**config.mk**
```make
export PLATFORM = sky130hd
export DESIGN_NAME = fifo_wr_arbiter_flat
export DESIGN_NICKNAME = d
export VERILOG_FILES = /design/src/rtl/fifo_wr_arbiter_if.sv /design/src/rtl/fifo_wr_arbiter.sv /design/src/flat_wrapper.sv
export SDC_FILE = /design/constraint.sdc
export NUM_CORES = 1
export LEC_CHECK = 0
export BUFFER_PORTS_ARGS = -buffer_cell sky130_fd_sc_hd__buf_2
export CAP_MARGIN = 20
export CORE_ASPECT_RATIO = 1.75
export CORE_UTILIZATION = 44
export CTS_CLUSTER_SIZE = 16
export DETAILED_ROUTE_END_ITERATION = 8
export GPL_TIMING_DRIVEN = 0
export PLACE_DENSITY = 0.82
export SYNTH_ARGS = -nofsm -noshare
export SYNTH_HDL_FRONTEND = slang
export SYNTH_SLANG_ARGS = --single-unit
```
**constraint.sdc**
```tcl
create_clock -name w_clk -period 7.4 [get_ports w_clk]
set_clock_uncertainty 0.15 [all_clocks]
set_input_delay 1.48 -clock w_clk [delete_from_list [all_inputs] [get_ports w_clk]]
set_output_delay 1.48 -clock w_clk [all_outputs]
set_load 0.01 [all_outputs]
```
**src/rtl/fifo_wr_arbiter_if.sv**
```systemverilog
// Producer-side bundle for the FIFO write arbiter: per-producer requests and
// data in, shared memory write port and status out.
interface fifo_wr_arbiter_if #(
  parameter int unsigned NUM_REQ   = 4,
  parameter int unsigned DATA_SIZE = 8,
  parameter int unsigned CNT_W     = 16,
  parameter int unsigned ID_W      = $clog2(NUM_REQ)
);
  logic [NUM_REQ-1:0]           req;
  logic [NUM_REQ*DATA_SIZE-1:0] req_data;
  logic                         full;
  logic [NUM_REQ-1:0]           gnt;
  logic                         w_en;
  logic [DATA_SIZE-1:0]         data_in;
  logic [ID_W-1:0]              active_id;
  logic                         locked;
  logic [CNT_W-1:0]             stall_cnt;

  modport master (
    output req, req_data, full,
    input  gnt, w_en, data_in, active_id, locked, stall_cnt
  );

  modport slave (
    input  req, req_data, full,
    output gnt, w_en, data_in, active_id, locked, stall_cnt
  );
endinterface

```
**src/rtl/fifo_wr_arbiter.sv**
```systemverilog
// Round-robin write-port arbiter with burst locking; never writes while full and
// counts cycles in which requesters were blocked by full.
module fifo_wr_arbiter #(
  parameter int unsigned NUM_REQ   = 4,
  parameter int unsigned DATA_SIZE = 8,
  parameter int unsigned BURST_LEN = 4,
  parameter int unsigned CNT_W     = 16,
  parameter int unsigned ID_W      = $clog2(NUM_REQ)
) (
  input logic              w_clk,
  input logic              w_rst,
  fifo_wr_arbiter_if.slave bus
);
  localparam int unsigned BcW = $clog2(BURST_LEN + 1);

  typedef enum logic {StIdle, StLocked} state_e;

  state_e           state_q, state_d;
  logic [ID_W-1:0]  rr_ptr_q, rr_ptr_d;
  logic [ID_W-1:0]  owner_q, owner_d;
  logic [BcW-1:0]   burst_cnt_q, burst_cnt_d;
  logic [CNT_W-1:0] stall_cnt_q, stall_cnt_d;

  logic             owner_hold, owner_drop;
  logic [ID_W-1:0]  scan_ptr, cur;
  logic             scan_found;
  logic [ID_W:0]    scan_idx;
  logic             grant;
  logic [NUM_REQ-1:0] gnt;
  logic [BcW-1:0]   burst_inc;

  function automatic logic [ID_W-1:0] next_id(input logic [ID_W-1:0] id);
    if (id == ID_W'(NUM_REQ - 1)) return '0;
    return id + ID_W'(1);
  endfunction

  assign owner_hold = (state_q == StLocked) && bus.req[owner_q];
  assign owner_drop = (state_q == StLocked) && !bus.req[owner_q];
  // A dropped owner hands the scan start to its successor in the same cycle.
  assign scan_ptr   = owner_drop ? next_id(owner_q) : rr_ptr_q;

  always_comb begin
    cur        = scan_ptr;
    scan_found = 1'b0;
    scan_idx   = '0;
    if (owner_hold) begin
      cur        = owner_q;
      scan_found = 1'b1;
    end
    for (int unsigned k = 0; k < NUM_REQ; k++) begin
      scan_idx = {1'b0, scan_ptr} + (ID_W + 1)'(k);
      if (scan_idx >= (ID_W + 1)'(NUM_REQ)) scan_idx = scan_idx - (ID_W + 1)'(NUM_REQ);
      if (!scan_found && bus.req[scan_idx[ID_W-1:0]]) begin
        cur        = scan_idx[ID_W-1:0];
        scan_found = 1'b1;
      end
    end
  end

  assign grant = bus.req[cur] & ~bus.full & ~w_rst;

  always_comb begin
    gnt      = '0;
    gnt[cur] = grant;
  end

  assign bus.gnt       = gnt;
  assign bus.w_en      = grant;
  assign bus.data_in   = bus.req_data[cur*DATA_SIZE +: DATA_SIZE];
  assign bus.active_id = cur;
  assign bus.locked    = (state_q == StLocked);
  assign bus.stall_cnt = stall_cnt_q;

  assign burst_inc = burst_cnt_q + BcW'(1);

  always_comb begin
    state_d     = state_q;
    rr_ptr_d    = rr_ptr_q;
    owner_d     = owner_q;
    burst_cnt_d = burst_cnt_q;
    stall_cnt_d = stall_cnt_q;

    if (owner_drop) begin
      state_d     = StIdle;
      rr_ptr_d    = next_id(owner_q);
      burst_cnt_d = '0;
    end

    if (grant) begin
      if (owner_hold) begin
        if (burst_inc == BcW'(BURST_LEN)) begin
          state_d     = StIdle;
          rr_ptr_d    = next_id(owner_q);
          burst_cnt_d = '0;
        end else begin
          burst_cnt_d = burst_inc;
        end
      end else if (BURST_LEN == 1) begin
        rr_ptr_d = next_id(cur);
      end else begin
        state_d     = StLocked;
        owner_d     = cur;
        burst_cnt_d = BcW'(1);
      end
    end

    if ((|bus.req) && bus.full && !(&stall_cnt_q)) begin
      stall_cnt_d = stall_cnt_q + CNT_W'(1);
    end
  end

  always_ff @(posedge w_clk) begin
    if (w_rst) begin
      state_q     <= StIdle;
      rr_ptr_q    <= '0;
      owner_q     <= '0;
      burst_cnt_q <= '0;
      stall_cnt_q <= '0;
    end else begin
      state_q     <= state_d;
      rr_ptr_q    <= rr_ptr_d;
      owner_q     <= owner_d;
      burst_cnt_q <= burst_cnt_d;
      stall_cnt_q <= stall_cnt_d;
    end
  end
endmodule
```
**src/flat_wrapper.sv**
```systemverilog
// flat-port wrapper written by rule: the top's interface ports become plain ports
module fifo_wr_arbiter_flat 
#(
  parameter int unsigned NUM_REQ   = 4,
  parameter int unsigned DATA_SIZE = 8,
  parameter int unsigned BURST_LEN = 4,
  parameter int unsigned CNT_W     = 16,
  parameter int unsigned ID_W      = $clog2(NUM_REQ)
)
  (w_clk, w_rst, bus_req, bus_req_data, bus_full, bus_gnt, bus_w_en, bus_data_in, bus_active_id, bus_locked, bus_stall_cnt);
  fifo_wr_arbiter_if #(.NUM_REQ(NUM_REQ), .DATA_SIZE(DATA_SIZE), .CNT_W(CNT_W), .ID_W(ID_W)) bus_i ();
  input logic w_clk;
  input logic w_rst;
  input wire logic [$bits(bus_i.req)-1:0] bus_req;
  input wire logic [$bits(bus_i.req_data)-1:0] bus_req_data;
  input wire logic [$bits(bus_i.full)-1:0] bus_full;
  output wire logic [$bits(bus_i.gnt)-1:0] bus_gnt;
  output wire logic [$bits(bus_i.w_en)-1:0] bus_w_en;
  output wire logic [$bits(bus_i.data_in)-1:0] bus_data_in;
  output wire logic [$bits(bus_i.active_id)-1:0] bus_active_id;
  output wire logic [$bits(bus_i.locked)-1:0] bus_locked;
  output wire logic [$bits(bus_i.stall_cnt)-1:0] bus_stall_cnt;
  assign bus_i.req = bus_req;
  assign bus_i.req_data = bus_req_data;
  assign bus_i.full = bus_full;
  assign bus_gnt = bus_i.gnt;
  assign bus_w_en = bus_i.w_en;
  assign bus_data_in = bus_i.data_in;
  assign bus_active_id = bus_i.active_id;
  assign bus_locked = bus_i.locked;
  assign bus_stall_cnt = bus_i.stall_cnt;
  fifo_wr_arbiter #(.NUM_REQ(NUM_REQ), .DATA_SIZE(DATA_SIZE), .BURST_LEN(BURST_LEN), .CNT_W(CNT_W), .ID_W(ID_W)) u_core (.w_clk(w_clk), .w_rst(w_rst), .bus(bus_i));
endmodule
```
Word-level counts from Yosys, hierarchy flattened
Cells that the tools add are included.
- register bits: 24
- input bits: 39
- output and inout port bits: 32
- word-level logic and storage cells: 103
- add/sub/neg operators: 10
- $lt $le $gt $ge: 11
- equality and inequality tests: 2
- shift-type cells: 1
- muxes and demuxes: 49
- bitwise gates (word level): 6
- reductions and logical operators: 19
- operators by type and width (operator ; count):
    $mux 2 ; 18
    $shiftx 32x6->8 ; 1
    $mux 1 ; 20
    $lt 2x3->1 const B ; 6
    $add 16x1->16 const B ; 1
    $reduce_and 16->1 ; 1
    $bmux 1 s2 ; 6
    $mux 3 ; 4
    $ge 3x3->1 const B ; 3
    $logic_and 1x1->1 ; 9
    $sub 2x1->2 const B ; 4
    $add 2x2->3 const B ; 2
    $logic_not 1->1 ; 6
    $and 4x4->4 ; 1
    $reduce_or 4->1 ; 1
    $add 2x1->3 const B ; 1
    $add 3x1->3 const B ; 1
    $eq 3x3->1 const B ; 1
    $ge 2x3->1 const B ; 1
    $not 1->1 ; 3
    $add 2x1->2 const B ; 1
    $and 1x1->1 ; 2
    $demux 1 s2 ; 1
    $eq 2x2->1 const B ; 1
    3 further kinds ; 3

Logic depth before layout (Yosys ltp)
Gate-level depths: netlist (run 1).
- word-level depth: 29
- depth in mapped cells: 13
- gate-level depth less buffers: 11

Least setup slack after synthesis (run 1)
No wires, ideal clock.
- path type: input port to output port
- from: input bus_req[0]
- to: output bus_gnt[0]
- arrival time: 4.339 ns
- data required time: 5.770 ns
- path slack: 1.431 ns
- stages on the path: 12
- path buffers: 2
- path through: buf_6 -> mux4_2 -> or3_4 -> a211oi_4 -> nand2_2 -> a211oi_2 -> a211oi_2 -> o21a_1 -> a2111oi_4 -> buf_4 -> nand2_1 -> nor2_1
- cells in the longest elaborated chain, start to end: 25
- elaborated cells on any way between the ends: 56
- those cells by class: 7 x add/sub; 6 x order compare; 28 x mux; 3 x bitwise; 12 x reduce/logical
- RTL lines (element ; RTL line ; RTL):
    start, declared ; flat_wrapper.sv:14 ; input wire logic [$bits(bus_i.req)-1:0] bus_req;
    parallel branches: the longest is 20 deep, another holds $add 2x1->3 ; -- ;
    $bmux 1 s2 * ; fifo_wr_arbiter.sv:60 ; assign grant = bus.req[cur] & ~bus.full & ~w_rst;
    $mux 1 (implied by the code) * ; fifo_wr_arbiter.sv:60 ;
    $and 1x1->1 * (2 in series) ; fifo_wr_arbiter.sv:60 ;
    net bus_w_en ; flat_wrapper.sv:18 ; output wire logic [$bits(bus_i.w_en)-1:0] bus_w_en;
    $and 4x4->4 (no line) * ; -- ;
    end, declared ; flat_wrapper.sv:17 ; output wire logic [$bits(bus_i.gnt)-1:0] bus_gnt;
Mark *: on every way through the listed nets, which the timed path passes. The select of a mux whose other input is x is not followed.

Worst setup path in the final report (run 1)
- from: input bus_req[2]
- to: output bus_gnt[2]
- cells in the longest elaborated chain, start to end: 25
- elaborated cells on any way between the ends: 56
- those cells by class: 7 x add/sub; 6 x order compare; 28 x mux; 3 x bitwise; 12 x reduce/logical
- RTL lines (element):
    parallel branches: the longest is 24 deep, another holds $add 2x1->3
    $and 4x4->4 (no line) *
Mark *: on every way between the ends. The select of a mux whose other input is x is not followed.

==> results.sh, run 1 <==
export IMPL_cts_resized=0
export IMPL_die_y_um=95.91
export IMPL_tightest_slew_ns=0.8574
export IMPL_coreArea_mm2=0.004748
export IMPL_drt_iter0_drc=124
export IMPL_synth_top_cell_by_area="dfxtp_1"
export IMPL_syn_inst=273
export IMPL_pin_count=71
export IMPL_htreeDepth=1
export IMPL_clkSlewWorstSetupHoldPaths_ns=0.09
export IMPL_ir_drop_mv=0.2049
export IMPL_grt_pass1_vias=2282
export IMPL_layout_common_cells="72 x buf_2, 36 x nor2_1, 24 x dfxtp_1"
export IMPL_worstSetupStartpointType="input port"
export IMPL_yosysWarnings=0
export IMPL_drive_gt1_frac=0.3266
export IMPL_drt_total_wl_mm=6.157
export IMPL_worst_path_max_fanout=10
export IMPL_start_util=0.4669
export IMPL_async_reset_ff_frac=0
export IMPL_die_w_um=55.66
export IMPL_drv_cap=0
export IMPL_rsz0062_at_grt="no"
export IMPL_layout_commonest_cell="buf_2"
export IMPL_dp_hpwl_mm=4.747
export IMPL_grt_max_degree=14
export IMPL_place_congestion=0.9585
export IMPL_path_class="input port to primary output"
export IMPL_fin_total_pwr_w=0.0008028
export IMPL_syn_cell_area_mm2=0.002217
export IMPL_worst_ep_arrival_time_ns=5.06
export IMPL_final_setup_viol_count=0
export IMPL_holdCritPathClass="register to register"
export IMPL_cts_tree="built"
export IMPL_slew_headroom=0.4258
export IMPL_ys_seq_elements=24
export IMPL_power_density_mw_per_mm2=299.2
export IMPL_drv_slew=0
export IMPL_seq_area_frac_synth=0.2167
export IMPL_area_growth_pct=20.99
export IMPL_synth_cell_types=61
export IMPL_final_period_utilization=0.9046
export IMPL_drc=0
export IMPL_final_net_count=390
export IMPL_clk_root_buffer_cell="clkbuf_8"
export IMPL_syn_num_nets=316
export IMPL_grtUsageTotal=0.2229
export IMPL_grt_ovfl_total=0
export IMPL_period_minus_slack_ns=6.694
export IMPL_endpoint_kind="primary output"
export IMPL_grt_pass1_wl_mm=9.867
export IMPL_synth_top_area_share=0.2167
export IMPL_synth_avg_cell_area_um2=8.121
export IMPL_diodes=0
export IMPL_synth_area_top_cells="dfxtp_1 22%, nor2_1 6.1%, mux2i_1 5.4%, a21oi_1 4.5%, mux2_2 4.1%"
export IMPL_io_buffers=69
export IMPL_die_area_mm2=0.005338
export IMPL_status="completed"
export IMPL_postRouteAntennaNets=0
export IMPL_cts_sinks=24
export IMPL_fmax_mhz=149.4
export IMPL_cts_setup_buffers=0
export IMPL_cts_buffer_depth=2
export IMPL_rows=33
export IMPL_antenna_found_initial=0
export IMPL_cts_hold_buf=0
export IMPL_required_ns=5.77
export IMPL_finalSetupTns_ns=0
export IMPL_firstDrtPassIters=5
export IMPL_clk_latency_ns=0.27
export IMPL_numCtsBuffers=3
export IMPL_viasPerCell=5.962
export IMPL_synth_edf_count=0
export IMPL_p_leak_nw=1.246
export IMPL_via_count=2373
export IMPL_synth_main_ff_cell="dfxtp_1"
export IMPL_avgRoutedWirePerCell_um=15.47
export IMPL_hold_violations=0
[area by class of cell]
type                            count  area, um2
Fill cell                         468       2066
Multi-Input combinational cell    223       1605
Sequential cell                    24      480.5
Timing Repair Buffer               69      345.3
Buffer                             19      105.1
Tap cell                           52      65.06
Clock buffer                        4      55.05
Inverter                            7      26.28
[layer usage]
metal / up-vias / GRT usage / part of all wire
met5: - / 0 / 0
met4: 0 / 0.1000 / 0.023
li1: 1151 / - / -
met2: 88 / 0.4287 / 0.55
met1: 1113 / 0.2424 / 0.37
met3: 21 / 0.02419 / 0.048
[cells by family after synthesis]
group | Yosys count | synth area share
adders and majority gates | 4 | 0.02257
AOI/OAI and AO/OA | 71 | 0.2500
xor gates and xnor gates | 3 | 0.01185
buffers and inverters | 26 | 0.05925
and+or+nand+nor | 113 | 0.2720
DFF | 24 | 0.2167
muxes | 32 | 0.1676
[synth_stat cells (4+ instances only)]
master / count
nor2_1: 36
dfxtp_1: 24
a21oi_1: 20
mux2i_1: 12
nand2_1: 12
nor2b_1: 12
and3_1: 8
clkbuf_1: 8
mux2_2: 8
nand3_1: 8
inv_1: 7
mux2_1: 7
nand2b_1: 7
o21ai_0: 7
nand4_1: 6
a32o_1: 4
and2_1: 4
ha_1: 4
mux2_4: 4
nand3_2: 4
nor3_1: 4
[registers in the layout, summed over array words and instances, names as in the netlist]
register and cells:
u_core.owner_q 2, u_core.rr_ptr_q 2, u_core.bus.locked 1, u_core.burst_cnt_q 3, u_core.bus.stall_cnt 16
[final timing paths]
kind,cells past startpoint,end,slack [ns],from
worst min register to register,2,u_core.burst_cnt_q[1],0.38,u_core.burst_cnt_q[1]
worst max-delay path,14,bus_gnt[2],0.71,bus_req[2]
worst min-delay path,2,u_core.burst_cnt_q[1],0.38,u_core.burst_cnt_q[1]
worst max register to register,12,u_core.bus.stall_cnt[15],3.31,u_core.owner_q[1]
[stage by stage]
step | hold slack [ns] | utilization | area (um2) | worst slack [ns] | instances
2_1_floorplan | 0.3308 | - | 2217 | 1.431 | 273
3_5_place_dp | 0.3625 | 0.5534 | 2628 | 0.8660 | 394
5_1_grt | 0.4233 | 0.5650 | 2683 | 0.5146 | 398
3_3_place_gp | 0.3405 | 0.5534 | 2628 | 0.9337 | 394
6_report | 0.3792 | 0.5650 | 2683 | 0.7057 | 398
4_1_cts | 0.3760 | 0.5650 | 2683 | 0.8489 | 398
[power by group]
group	switching, W	total, W	internal, W	leakage [nW]
combinational	0.000321	0.000552	0.000231	1.02
clock	0.0000417	0.0000892	0.0000475	0.0288
sequential	0.0000184	0.000161	0.000143	0.194
[worst max-delay path, cell delays in order]
cell,delay [ns]
buf_2,0.08
buf_2,0.20
mux2i_1,0.14
a31oi_1,0.72
nand3_1,0.21
a32oi_1,0.49
a41o_1,0.17
a211oi_2,0.09
o21a_1,0.25
a2111oi_4,0.62
buf_4,0.28
nand2_1,0.09
nor2_1,0.10
buf_2,0.14
Power figures use the tool's default switching activity.
==> inputs of run 2 (changes only) <==
Settings changed: PLACE_DENSITY 0.82 to 0.8.
==> results.sh, run 2 (same netlist as run 1, synthesis figures left out) <==
export IMPL_via_count=2405
export IMPL_clk_root_buffer_cell="clkbuf_8"
export IMPL_place_congestion=0.8873
export IMPL_die_w_um=55.66
export IMPL_pwr_share_comb=0.664
export IMPL_endpoint_kind="primary output"
export IMPL_period_minus_slack_ns=6.675
export IMPL_internal_power_w=0.0004461
export IMPL_cts_buffer_depth=2
export IMPL_cts_sinks=24
export IMPL_path_class="input port to primary output"
export IMPL_instances_no_fill=398
export IMPL_largest_reg_flops=16
export IMPL_start_util=0.4669
export IMPL_pwr_share_clk=0.143
export IMPL_p_sw_w=0.0003826
export IMPL_layout_common_cells="72 x buf_2, 36 x nor2_1, 24 x dfxtp_1"
export IMPL_rows=33
export IMPL_power_density_mw_per_mm2=307.0
export IMPL_p_leak_nw=1.253
export IMPL_diodes=0
export IMPL_drive_gt1_frac=0.3266
export IMPL_fillers=450
export IMPL_antenna_found_initial=0
export IMPL_final_net_count=390
export IMPL_fin_util=0.5684
export IMPL_numCtsBuffers=3
export IMPL_grtUsageTotal=0.2208
export IMPL_placed_cells=394
export IMPL_viasPerCell=6.043
export IMPL_fmax_mhz=149.8
export IMPL_avgRoutedWirePerCell_um=15.70
export IMPL_io_buffers=69
export IMPL_r2r_slack_ns=3.41
export IMPL_r2r_start="u_core.owner_q[1]"
export IMPL_firstDrtPassIters=5
export IMPL_holdCritPathClass="register to register"
export IMPL_postRouteAntennaNets=0
export IMPL_grt_ovfl_total=0
export IMPL_worst_path_max_fanout=10
export IMPL_die_y_um=95.91
export IMPL_drt_total_wl_mm=6.247
export IMPL_die_area_mm2=0.005338
export IMPL_grt_pass1_wl_mm=9.515
export IMPL_drv_slew=0
export IMPL_worstSetupStartpoint="bus_req[2]"
export IMPL_tightest_slew_ns=0.9350
export IMPL_final_period_utilization=0.9021
export IMPL_cts_setup_buffers=0
export IMPL_reg2reg_to="u_core.bus.stall_cnt[15]"
export IMPL_final_setup_viol_count=0
export IMPL_pin_count=71
export IMPL_drt_iter0_drc=103
export IMPL_drc=0
export IMPL_finalSetupTns_ns=0
export IMPL_layout_commonest_cell="buf_2"
export IMPL_grt_pass1_vias=2216
export IMPL_ir_drop_mv=0.2074
export IMPL_rsz0062_at_grt="no"
export IMPL_cts_hold_buf=0
export IMPL_clkSlewWorstSetupHoldPaths_ns=0.09
export IMPL_required_ns=5.77
export IMPL_htreeDepth=1
export IMPL_endpoint="bus_gnt[2]"
export IMPL_status="completed"
export IMPL_drv_cap=0
export IMPL_grt_max_degree=15
export IMPL_hold_violations=0
export IMPL_clk_latency_ns=0.28
export IMPL_area_growth_pct=21.73
export IMPL_power_frac_seq=0.194
export IMPL_dp_hpwl_mm=4.899
export IMPL_worst_ep_arrival_time_ns=5.05
export IMPL_cts_resized=0
export IMPL_worstSetupStartpointType="input port"
export IMPL_reg2reg_depth=12
export IMPL_slew_headroom=0.3738
export IMPL_cts_tree="built"
export IMPL_coreArea_mm2=0.004748
export IMPL_swShare=0.4617
[run 2: cell count changes in the layout (fill, tap and decap cells not counted), sizes merged]
cell    previous run  this run
bufinv             0         1
clkbuf            12        11
[run 2: per-stage QoR]
stage               cell area (um2)   power, W  setup slack (ns)  hold slack (ns)
floorplan                      2217  0.0005711             1.431           0.3308
global placement               2628  0.0006989            0.8859           0.3418
detailed placement             2628  0.0007087            0.8493           0.3612
CTS                            2699  0.0008275            0.8390           0.3739
global route                   2699  0.0008830            0.5373           0.3873
finish                         2699  0.0008287            0.7246           0.3739
[run 2: power by group through the flow]
stage               combinational [W]  clock (W)  sequential [W]
floorplan                    0.000409          0        0.000162
global placement             0.000536          0        0.000163
detailed placement           0.000545          0        0.000163
CTS                          0.000548   0.000119        0.000161
global route                 0.000597   0.000124        0.000162
finish                       0.000550   0.000118        0.000160
[run 2: critical path, stage by stage]
cell and delay [ns]:
buf_2 0.08, buf_2 0.20, mux2i_1 0.16, a31oi_1 0.79, nand3_1 0.20, a32oi_1 0.42
a41o_1 0.17, a211oi_2 0.08, o21a_1 0.25, a2111oi_4 0.60, buf_4 0.28, nand2_1 0.08
nor2_1 0.11, buf_2 0.14
[run 2: cell type report]
cell class,count,area [um2],share of cell area
Clock inverter,1,30.03,0.01113
Multi-Input combinational cell,223,1605,0.5948
Sequential cell,24,480.5,0.1780
Clock buffer,3,41.29,0.01530
Tap cell,52,65.06,0.02411
Timing Repair Buffer,69,345.3,0.1280
Inverter,7,26.28,0.009736
Buffer,19,105.1,0.03894
[run 2: how the worst min path moves through the flow]
stage / endpoint / cells after the start / start
finish: u_core.burst_cnt_q[1] / 2 / u_core.burst_cnt_q[1]
global route: u_core.burst_cnt_q[1] / 2 / u_core.burst_cnt_q[1]
CTS: u_core.burst_cnt_q[1] / 2 / u_core.burst_cnt_q[1]
detailed placement: u_core.burst_cnt_q[1] / 2 / u_core.burst_cnt_q[1]
global placement: u_core.burst_cnt_q[1] / 2 / u_core.burst_cnt_q[1]
floorplan: u_core.burst_cnt_q[1] / 2 / u_core.burst_cnt_q[1]
[run 2: per-layer routing]
metal	part of all wire	wire length (um)	GRT usage	vias to the layer above
li1	-	-	-	1148
met1	0.37	2284	0.2207	1138
met2	0.56	3480	0.4398	97
met3	0.045	283	0.02016	22
met4	0.032	198	0.1229	0
met5	0	0	0	-
==> inputs of run 3 (changes only) <==
Settings changed: GPL_TIMING_DRIVEN 0 to default, PLACE_DENSITY 0.8 to default, PLACE_DENSITY_LB_ADDON from default to 0.05.
==> results.sh, run 3 (same netlist as run 1, synthesis figures left out) <==
export IMPL_path_cells="buf_2, mux4_2, or3_4, a211oi_4, nand2_2, a211oi_2, a211oi_2, nor2_2, buf_4, mux2_2, nor2_1, a21oi_1, buf_2"
export IMPL_placed_cells=379
export IMPL_htreeDepth=1
export IMPL_grt_max_degree=39
export IMPL_register_area_um2=480.5
export IMPL_die_area_mm2=0.005338
export IMPL_die_y_um=95.91
export IMPL_grtUsageTotal=0.2186
export IMPL_drt_iter0_drc=145
export IMPL_clkSlewWorstSetupHoldPaths_ns=0.08
export IMPL_slowest_stage="mux4_2"
export IMPL_p_leak_nw=1.210
export IMPL_cts_sinks=24
export IMPL_rsz0062_at_grt="no"
export IMPL_fin_util=0.5486
export IMPL_endpoint_kind="primary output"
export IMPL_largest_reg_flops=16
export IMPL_diodes=0
export IMPL_numCtsBuffers=3
export IMPL_rows=33
export IMPL_clk_latency_ns=0.26
export IMPL_ir_drop_mv=0.1417
export IMPL_place_congestion=0.8766
export IMPL_drv_slew=0
export IMPL_drv_cap=0
export IMPL_fmax_mhz=157.4
export IMPL_holdCritPathClass="register to register"
export IMPL_cts_resized=0
export IMPL_layout_common_cells="70 x buf_2, 36 x nor2_1, 24 x dfxtp_1"
export IMPL_power_density_mw_per_mm2=297.0
export IMPL_tightest_slew_ns=0.8302
export IMPL_firstDrtPassIters=4
export IMPL_io_buffers=70
export IMPL_slew_headroom=0.4448
export IMPL_cts_buffer_depth=2
export IMPL_worstSetupStartpoint="bus_req[3]"
export IMPL_postRouteAntennaNets=0
export IMPL_worst_ep_arrival_time_ns=4.72
export IMPL_avgRoutedWirePerCell_um=15.41
export IMPL_cts_tree="built"
export IMPL_viasPerCell=5.836
export IMPL_start_util=0.4669
export IMPL_cts_setup_buffers=0
export IMPL_required_ns=5.77
export IMPL_final_setup_viol_count=0
export IMPL_via_count=2235
export IMPL_pin_count=71
export IMPL_final_period_utilization=0.8583
export IMPL_fin_total_pwr_w=0.0007737
export IMPL_path_class="input port to primary output"
export IMPL_coreArea_mm2=0.004748
export IMPL_cts_hold_buf=0
export IMPL_antenna_found_initial=0
export IMPL_worstSetupStartpointType="input port"
export IMPL_cpPeakStageDelay_ns=0.64
export IMPL_grt_pass1_vias=2087
export IMPL_fillers=493
export IMPL_dp_hpwl_mm=4.514
export IMPL_multiInputGateArea_mm2=0.001605
export IMPL_hold_violations=0
export IMPL_hp_start="u_core.burst_cnt_q[1]"
export IMPL_instances_no_fill=383
export IMPL_fin_hold_ws_ns=0.3646
export IMPL_period_minus_slack_ns=6.351
export IMPL_grt_pass1_wl_mm=9.535
export IMPL_drive_gt1_frac=0.3293
export IMPL_drt_total_wl_mm=5.902
export IMPL_finalSetupTns_ns=0
export IMPL_grt_ovfl_total=0
export IMPL_die_w_um=55.66
export IMPL_clk_root_buffer_cell="clkbuf_8"
export IMPL_drc=0
export IMPL_area_growth_pct=17.49
export IMPL_layout_commonest_cell="buf_2"
export IMPL_status="completed"
export IMPL_r2r_start="u_core.owner_q[0]"
export IMPL_worst_path_max_fanout=19
export IMPL_final_net_count=375
[run 3: changes by cell type in the layout (fill, tap and decap cells not counted)]
| cell | before | now |
|---|---|---|
| bufinv_16 | 1 | 0 |
| buf_2 | 72 | 70 |
| buf_4 | 2 | 3 |
| buf_6 | 3 | 0 |
| clkbuf_8 | 3 | 4 |
| clkbuf_1 | 8 | 0 |
| buf_1 | 3 | 0 |
[run 3: critical path, delay by kind of cell]
kind                   cells  cell delay, ns
buffers and inverters      3            0.69
and+or+nand+nor            4            0.87
muxes                      2            1.01
AOI/OAI and AO/OA          4            0.68
[run 3: per-layer routing]
layer  vias to the layer above  part of all wire  track usage
met4                         0             0.014      0.09792
met5                         -                 0            0
met2                        49              0.56       0.4127
li1                       1119                 -            -
met3                         8             0.025      0.01747
met1                      1059              0.40       0.2479
[run 3: worst paths after layout]
check / to / slack (ns) / cells past startpoint
max: bus_data_in[0] / 1.05 / 13
min: u_core.burst_cnt_q[1] / 0.36 / 2
max reg2reg: u_core.bus.stall_cnt[14] / 3.30 / 10
min reg2reg: u_core.burst_cnt_q[1] / 0.36 / 2
[run 3: area by class of cell]
type,count,area share
tap,52,0.02498
multi-input combinational,223,0.6162
clock buffer,4,0.02113
sequential,24,0.1844
inverter,7,0.01009
timing repair buffer,73,0.1431
[run 3: per-stage QoR]
stage	worst slack, ns	instance area (um2)
finish	1.049	2605
global route	0.8474	2605
CTS	1.053	2605
detailed placement	1.064	2550
global placement	1.094	2550
floorplan	1.431	2217
[run 3: where the power goes]
group	internal [W]	switching, W
combinational	0.000217	0.000300
clock	0.0000475	0.0000409
sequential	0.000143	0.0000256
